[src/rtl/fft_ram_sequencer_if.sv]
// RAM compute port and butterfly handshake between the FFT sequencer and its
// datapath neighbours.
interface fft_ram_sequencer_if #(
    parameter int LOG2N  = 10,
    parameter int ADDR_W = 12,
    parameter int DATA_W = 32
);
    logic              ram_mode;
    logic              ram_rd_en;
    logic [ADDR_W-1:0] ram_rd_addr;
    logic [DATA_W-1:0] ram_rd_data;
    logic [ADDR_W-1:0] ram_wr_addr;
    logic [DATA_W-1:0] ram_wr_data;
    logic              bf_valid;
    logic              bf_ready;
    logic [DATA_W-1:0] bf_a;
    logic [DATA_W-1:0] bf_b;
    logic [LOG2N-2:0]  bf_tw_idx;
    logic              bf_res_valid;
    logic [DATA_W-1:0] bf_res_a;
    logic [DATA_W-1:0] bf_res_b;

    modport master (
        output ram_mode, ram_rd_en, ram_rd_addr, ram_wr_addr, ram_wr_data,
        output bf_valid, bf_a, bf_b, bf_tw_idx,
        input  ram_rd_data, bf_ready, bf_res_valid, bf_res_a, bf_res_b
    );

    modport slave (
        input  ram_mode, ram_rd_en, ram_rd_addr, ram_wr_addr, ram_wr_data,
        input  bf_valid, bf_a, bf_b, bf_tw_idx,
        output ram_rd_data, bf_ready, bf_res_valid, bf_res_a, bf_res_b
    );
endinterface

[src/rtl/fft_ram_sequencer.sv]
// In-place radix-2 DIT pass sequencer for the FFT working RAM. Per butterfly:
// read A, read B, hand both to the butterfly unit, wait for results, write
// A then B back. The host owns the RAM whenever the sequencer is idle.
module fft_ram_sequencer #(
    parameter int LOG2N  = 10,
    parameter int ADDR_W = 12,
    parameter int DATA_W = 32
) (
    input  logic clk,
    input  logic rst,
    input  logic start,
    input  logic abort,
    output logic busy,
    output logic done,
    output logic host_grant,
    fft_ram_sequencer_if.master bus
);
    localparam int SW = (LOG2N > 1) ? $clog2(LOG2N) : 1;
    localparam int KW = LOG2N - 1;
    localparam logic [KW-1:0] K_LAST = '1;
    localparam logic [SW-1:0] S_LAST = SW'(LOG2N - 1);

    typedef enum logic [3:0] {
        S_IDLE, S_RD_A, S_RD_B, S_CAP_B, S_ISSUE, S_WAIT_RES, S_WR_A, S_WR_B, S_DONE
    } state_t;

    state_t            state_q, state_d;
    logic [SW-1:0]     stage_q, stage_d;
    logic [KW-1:0]     k_q, k_d;
    logic [DATA_W-1:0] op_a_q, op_a_d, op_b_q, op_b_d;
    logic [DATA_W-1:0] res_a_q, res_a_d, res_b_q, res_b_d;
    logic [ADDR_W-1:0] span, pos, grp, addr_a, addr_b;
    logic [KW-1:0]     tw_idx;

    // Butterfly pair addresses and twiddle index for the current (stage, k).
    always_comb begin
        span   = ADDR_W'(1) << stage_q;
        pos    = ADDR_W'(k_q) & (span - ADDR_W'(1));
        grp    = ADDR_W'(k_q) >> stage_q;
        // shift by stage then by one so stage+1 never needs an extra bit
        addr_a = ((grp << stage_q) << 1) | pos;
        addr_b = addr_a + span;
        tw_idx = KW'(pos << (S_LAST - stage_q));
    end

    // State, loop counters and operand/result holding registers.
    always_ff @(posedge clk or posedge rst) begin
        if (rst) begin
            state_q <= S_IDLE;
            stage_q <= '0;
            k_q     <= '0;
            op_a_q  <= '0;
            op_b_q  <= '0;
            res_a_q <= '0;
            res_b_q <= '0;
        end else begin
            state_q <= state_d;
            stage_q <= stage_d;
            k_q     <= k_d;
            op_a_q  <= op_a_d;
            op_b_q  <= op_b_d;
            res_a_q <= res_a_d;
            res_b_q <= res_b_d;
        end
    end

    // Next-state and loop sequencing; abort overrides every transition.
    always_comb begin
        state_d = state_q;
        stage_d = stage_q;
        k_d     = k_q;
        op_a_d  = op_a_q;
        op_b_d  = op_b_q;
        res_a_d = res_a_q;
        res_b_d = res_b_q;
        case (state_q)
            S_IDLE: if (start) begin
                state_d = S_RD_A;
                stage_d = '0;
                k_d     = '0;
            end
            S_RD_A:  state_d = S_RD_B;
            S_RD_B: begin
                op_a_d  = bus.ram_rd_data;
                state_d = S_CAP_B;
            end
            S_CAP_B: begin
                op_b_d  = bus.ram_rd_data;
                state_d = S_ISSUE;
            end
            S_ISSUE: if (bus.bf_ready) state_d = S_WAIT_RES;
            S_WAIT_RES: if (bus.bf_res_valid) begin
                res_a_d = bus.bf_res_a;
                res_b_d = bus.bf_res_b;
                state_d = S_WR_A;
            end
            S_WR_A:  state_d = S_WR_B;
            S_WR_B: begin
                if (k_q != K_LAST) begin
                    k_d     = k_q + KW'(1);
                    state_d = S_RD_A;
                end else if (stage_q != S_LAST) begin
                    stage_d = stage_q + SW'(1);
                    k_d     = '0;
                    state_d = S_RD_A;
                end else begin
                    state_d = S_DONE;
                end
            end
            S_DONE:  state_d = S_IDLE;
            default: state_d = S_IDLE;
        endcase
        if (abort) state_d = S_IDLE;
    end

    // Outputs decode straight from registered state so they move only on edges.
    always_comb begin
        busy            = (state_q != S_IDLE);
        done            = (state_q == S_DONE);
        bus.ram_mode    = (state_q == S_IDLE) || (state_q == S_DONE);
        host_grant      = bus.ram_mode;
        // the RAM writes whenever the strobe is low in compute mode
        bus.ram_rd_en   = !((state_q == S_WR_A) || (state_q == S_WR_B));
        bus.ram_rd_addr = '0;
        bus.ram_wr_addr = '0;
        bus.ram_wr_data = '0;
        case (state_q)
            S_RD_A: bus.ram_rd_addr = addr_a;
            S_RD_B: bus.ram_rd_addr = addr_b;
            S_WR_A: begin
                bus.ram_wr_addr = addr_a;
                bus.ram_wr_data = res_a_q;
            end
            S_WR_B: begin
                bus.ram_wr_addr = addr_b;
                bus.ram_wr_data = res_b_q;
            end
            default: ;
        endcase
        bus.bf_valid  = (state_q == S_ISSUE);
        bus.bf_a      = op_a_q;
        bus.bf_b      = op_b_q;
        bus.bf_tw_idx = tw_idx;
    end
endmodule
[src/flat_wrapper.sv]
// flat-port wrapper written by rule: the top's interface ports become plain ports
module fft_ram_sequencer_flat 
#(
    parameter int LOG2N  = 10,
    parameter int ADDR_W = 12,
    parameter int DATA_W = 32
)
  (clk, rst, start, abort, busy, done, host_grant, bus_ram_mode, bus_ram_rd_en, bus_ram_rd_addr, bus_ram_wr_addr, bus_ram_wr_data, bus_bf_valid, bus_bf_a, bus_bf_b, bus_bf_tw_idx, bus_ram_rd_data, bus_bf_ready, bus_bf_res_valid, bus_bf_res_a, bus_bf_res_b);
  fft_ram_sequencer_if #(.LOG2N(LOG2N), .ADDR_W(ADDR_W), .DATA_W(DATA_W)) bus_i ();
  input  logic clk;
  input  logic rst;
  input  logic start;
  input  logic abort;
  output logic busy;
  output logic done;
  output logic host_grant;
  output wire logic [$bits(bus_i.ram_mode)-1:0] bus_ram_mode;
  output wire logic [$bits(bus_i.ram_rd_en)-1:0] bus_ram_rd_en;
  output wire logic [$bits(bus_i.ram_rd_addr)-1:0] bus_ram_rd_addr;
  output wire logic [$bits(bus_i.ram_wr_addr)-1:0] bus_ram_wr_addr;
  output wire logic [$bits(bus_i.ram_wr_data)-1:0] bus_ram_wr_data;
  output wire logic [$bits(bus_i.bf_valid)-1:0] bus_bf_valid;
  output wire logic [$bits(bus_i.bf_a)-1:0] bus_bf_a;
  output wire logic [$bits(bus_i.bf_b)-1:0] bus_bf_b;
  output wire logic [$bits(bus_i.bf_tw_idx)-1:0] bus_bf_tw_idx;
  input wire logic [$bits(bus_i.ram_rd_data)-1:0] bus_ram_rd_data;
  input wire logic [$bits(bus_i.bf_ready)-1:0] bus_bf_ready;
  input wire logic [$bits(bus_i.bf_res_valid)-1:0] bus_bf_res_valid;
  input wire logic [$bits(bus_i.bf_res_a)-1:0] bus_bf_res_a;
  input wire logic [$bits(bus_i.bf_res_b)-1:0] bus_bf_res_b;
  assign bus_ram_mode = bus_i.ram_mode;
  assign bus_ram_rd_en = bus_i.ram_rd_en;
  assign bus_ram_rd_addr = bus_i.ram_rd_addr;
  assign bus_ram_wr_addr = bus_i.ram_wr_addr;
  assign bus_ram_wr_data = bus_i.ram_wr_data;
  assign bus_bf_valid = bus_i.bf_valid;
  assign bus_bf_a = bus_i.bf_a;
  assign bus_bf_b = bus_i.bf_b;
  assign bus_bf_tw_idx = bus_i.bf_tw_idx;
  assign bus_i.ram_rd_data = bus_ram_rd_data;
  assign bus_i.bf_ready = bus_bf_ready;
  assign bus_i.bf_res_valid = bus_bf_res_valid;
  assign bus_i.bf_res_a = bus_bf_res_a;
  assign bus_i.bf_res_b = bus_bf_res_b;
  fft_ram_sequencer #(.LOG2N(LOG2N), .ADDR_W(ADDR_W), .DATA_W(DATA_W)) u_core (.clk(clk), .rst(rst), .start(start), .abort(abort), .busy(busy), .done(done), .host_grant(host_grant), .bus(bus_i));
endmodule
[config.mk]
export PLATFORM = sky130hd
export DESIGN_NAME = fft_ram_sequencer_flat
export DESIGN_NICKNAME = d
export VERILOG_FILES = /design/src/rtl/fft_ram_sequencer_if.sv /design/src/rtl/fft_ram_sequencer.sv /design/src/flat_wrapper.sv
export SDC_FILE = /design/constraint.sdc
export NUM_CORES = 1
export LEC_CHECK = 0
export BUFFER_PORTS_ARGS = -buffer_cell sky130_fd_sc_hd__buf_2
export CAP_MARGIN = 20
export CORE_ASPECT_RATIO = 1.5
export CORE_MARGIN = 5
export CORE_UTILIZATION = 35
export CTS_CLUSTER_DIAMETER = 60
export DETAILED_ROUTE_END_ITERATION = 6
export PLACE_DENSITY = 0.56
export SYNTH_ARGS = -nofsm -noshare
export SYNTH_HDL_FRONTEND = slang
export SYNTH_SLANG_ARGS = --single-unit
export TNS_END_PERCENT = 1
[constraint.sdc]
create_clock -name clk -period 8.59 [get_ports clk]
set_input_delay 1.718 -clock clk [delete_from_list [all_inputs] [get_ports clk]]
set_output_delay 1.718 -clock clk [all_outputs]
set_load 0.02 [all_outputs]
==> results.sh <==
export IMPL_syn_cell_area_um2=7610
export IMPL_finalSetupViolCount=0
export IMPL_clock_latency_ns=0.43
export IMPL_fin_nets=1073
export IMPL_pre_cts_ws_ns=1.87
export IMPL_tritoncts="built"
export IMPL_grt_pass1_wl_mm=36.9
export IMPL_powerDensity_nw_per_um2=255
export IMPL_reg2reg_slack_ns=5.83
export IMPL_synth_top_area_share_pct=47.7
export IMPL_htreeDepth=4
export IMPL_routed_wl_mm=24.0
export IMPL_ctsResizeCount=0
export IMPL_fin_crit_sh_pct=84.1
export IMPL_clock_root_buffer="clkbuf_16"
export IMPL_synth_fp_nets=859
export IMPL_setup_worst_path_start="u_core.stage_q[1]"
export IMPL_worst_pin_slew_ns=1.05
export IMPL_clock_fmax_ghz=0.138
export IMPL_slew_violations=0
export IMPL_dp_hpwl_mm=17.5
export IMPL_crit_required_ns=6.87
export IMPL_synth_area_per_cell_um2=10.4
export IMPL_ys_ff_latch=145
export IMPL_clkTransAtPathRegs_ns=0.06
export IMPL_worst_setup_path_start_kind="register"
export IMPL_period_needed_ns=7.23
export IMPL_hold_viol=0
export IMPL_synth_area_leaders="dfrtp_1, mux2_2, nand2_1"
export IMPL_post_cts_setup_buffers=0
export IMPL_setup_slack_ns=1.36
export IMPL_synthCells=735
export IMPL_cts_buffers=17
export IMPL_relSlewSlack_pct=29.9
export IMPL_drive_gt1_share_pct=40.2
export IMPL_vias_per_cell=5.16
export IMPL_drt_iter0_markers=395
export IMPL_antenna_found_initial=2
export IMPL_drv_cap=0
export IMPL_dieWidth_um=130
export IMPL_regToRegStartpoint="u_core.stage_q[1]"
export IMPL_synth_seq_area_share_pct=47.7
export IMPL_hold_class="reg2reg"
export IMPL_grt_pass1_vias=6574
export IMPL_gp_congestion=0.950
export IMPL_wl_per_cell_um=19.4
export IMPL_hold_buffers=0
export IMPL_fillers=2153
export IMPL_grt_max_degree=76
export IMPL_endpoint_kind="primary output"
export IMPL_cp_arrival_ns=5.51
export IMPL_grt_usage_pct=19.5
export IMPL_irDropWorstVdd_v=0.000194
export IMPL_hold_start="u_core.bus.bf_a[11]"
export IMPL_status="finished clean"
export IMPL_std_cell_rows=66
export IMPL_dieHeight_um=191
export IMPL_core_um2=21600
export IMPL_leakagePower_nw=5.02
export IMPL_drc=0
export IMPL_antenna_left=0
export IMPL_gr_total_overflow=0
export IMPL_rsz0062_at_grt="false"
export IMPL_finalClockSkew_ns=0.00682
export IMPL_yosysTopAreaCell="dfrtp_1"
export IMPL_num_vias=6378
export IMPL_io_pin_count=237
export IMPL_synth_edf_count=0
export IMPL_synth_distinct_cells=62
export IMPL_cts_sinks=145
export IMPL_crit_path_max_fanout=17
export IMPL_synthToLayoutAreaGrowth_pct=26.3
export IMPL_ys_warn_count=0
export IMPL_dr_pass1_iters=5
export IMPL_synth_async_sr_flop_share_pct=100
export IMPL_critical_path_class="reg2out"
export IMPL_clockBufferDepth=2
export IMPL_initial_utilization_pct=35.3
export IMPL_die_area_um2=24800
export IMPL_port_buffers=236
export IMPL_fin_tns_setup_ns=0
export IMPL_synthFlopType="dfrtp_1"
## cells by family (layout without fill, tap and decap cells)
kind of cell / count (synthesis) / in the layout / share of synthesized area, %
multiplexers: 102 / 102 / 15.0
XOR/XNOR: 18 / 18 / 2.07
AO/OA/AOI/OAI: 130 / 130 / 12.7
other: 2 / 4 / 0.0987
adder cells (fa/ha/maj): 22 / 22 / 3.72
flip-flops: 145 / 145 / 47.7
AND/OR/NAND/NOR: 245 / 245 / 14.9
buffers and inverters: 71 / 298 / 3.68
## critical path: stages (launching register included)
cell and delay (ns):
dfrtp_1 0.57, inv_1 0.43, ha_1 0.54, or3b_2 0.55
ha_1 0.35, xnor2_1 0.25, nand2b_1 0.19, inv_1 0.05
a31oi_1 0.26, inv_1 0.08, ha_1 0.32, a21oi_1 0.34
o221ai_1 0.25, o221ai_1 0.28, a21bo_2 0.18, a21oi_1 0.07
nor3_1 0.15, buf_2 0.20
## synth_stat cells (4+ instances only)
cell	number
and3_1	5
o221ai_1	4
nand2b_1	9
nand2_1	135
and2_1	7
o21ai_0	16
buf_2	8
o31ai_1	4
dfrtp_1	145
nor2_1	31
ha_1	21
a21oi_1	14
clkbuf_1	37
a21o_1	4
o22ai_1	13
o211ai_1	7
mux2_2	99
a31oi_1	5
nor3_1	11
xnor2_1	11
xor2_1	7
a22o_1	41
or3_1	4
inv_1	22
nand3_1	16
nor2b_1	8
## power by group
part | internal (mW) | switching (mW)
clock | 0.462 | 0.285
sequential | 0.902 | 0.111
combinational | 0.270 | 0.423
total | 1.63 | 0.820
## through the flow
step	cell area, um^2	std cells	hold WS [ns]	total power [mW]	utilization, %
after CTS	9610	1234	0.471	2.49	44.6
after global routing	9610	1236	0.489	2.60	44.6
after global placement	9020	1202	0.453	1.72	41.8
after floorplan	7610	735	0.480	1.45	-
final	9610	1236	0.466	2.45	44.6
after detailed placement	9020	1202	0.457	1.73	41.8
## final timing paths
check                                       to  cells after the start
max                        bus_ram_wr_addr[11]                     17
min                        u_core.bus.bf_a[11]                      2
max reg2reg                      u_core.k_q[7]                      8
min reg2reg                u_core.bus.bf_a[11]                      2
max in group asynchronous   u_core.res_b_q[12]                      3
min in group asynchronous   u_core.bus.bf_b[0]                      2
## layer usage
| layer | global-route usage [%] | wire, um | vias up |
|---|---|---|---|
| met1 | 21.8 | 8920 | 3131 |
| met4 | 8.63 | 785 | 0 |
| met3 | 5.41 | 1380 | 48 |
| met2 | 34.2 | 12900 | 175 |
| met5 | 0 | 0 | - |
| li1 | - | - | 3024 |
## cell usage in the layout, fill, tap and decap left out, types with 13 or more instances in the layout
cell type and instances:
o22ai_1 13, a21oi_1 14, o21ai_0 16, a22o_1 41, mux2_2 99, nor2_1 30
buf_2 236, ha_1 21, dfrtp_1 145, clkbuf_16 17, nand2_1 135, inv_1 21
nand3_1 15
## cell type report
| class | count | area [um^2] | share of cell area (%) |
|---|---|---|---|
| flip-flops and latches | 145 | 3630 | 37.8 |
| clock buffers | 21 | 450 | 4.69 |
| repair buffers | 244 | 1240 | 12.9 |
| clock inverters | 11 | 138 | 1.43 |
| well taps | 272 | 340 | 3.54 |
| inverters | 22 | 87.6 | 0.911 |
| diodes | 2 | 5.00 | 0.0521 |
| multi-input cells | 519 | 3720 | 38.7 |
## flip-flops by register name, summed over array words and instances (netlist names)
name and cells:
u_core.k_q 9, u_core.bus.bf_a 32, u_core.state_q 4, u_core.stage_q 4, u_core.bus.bf_b 32, u_core.res_b_q 32
u_core.res_a_q 32
Note: power is estimated with default switching activity, not from simulation.
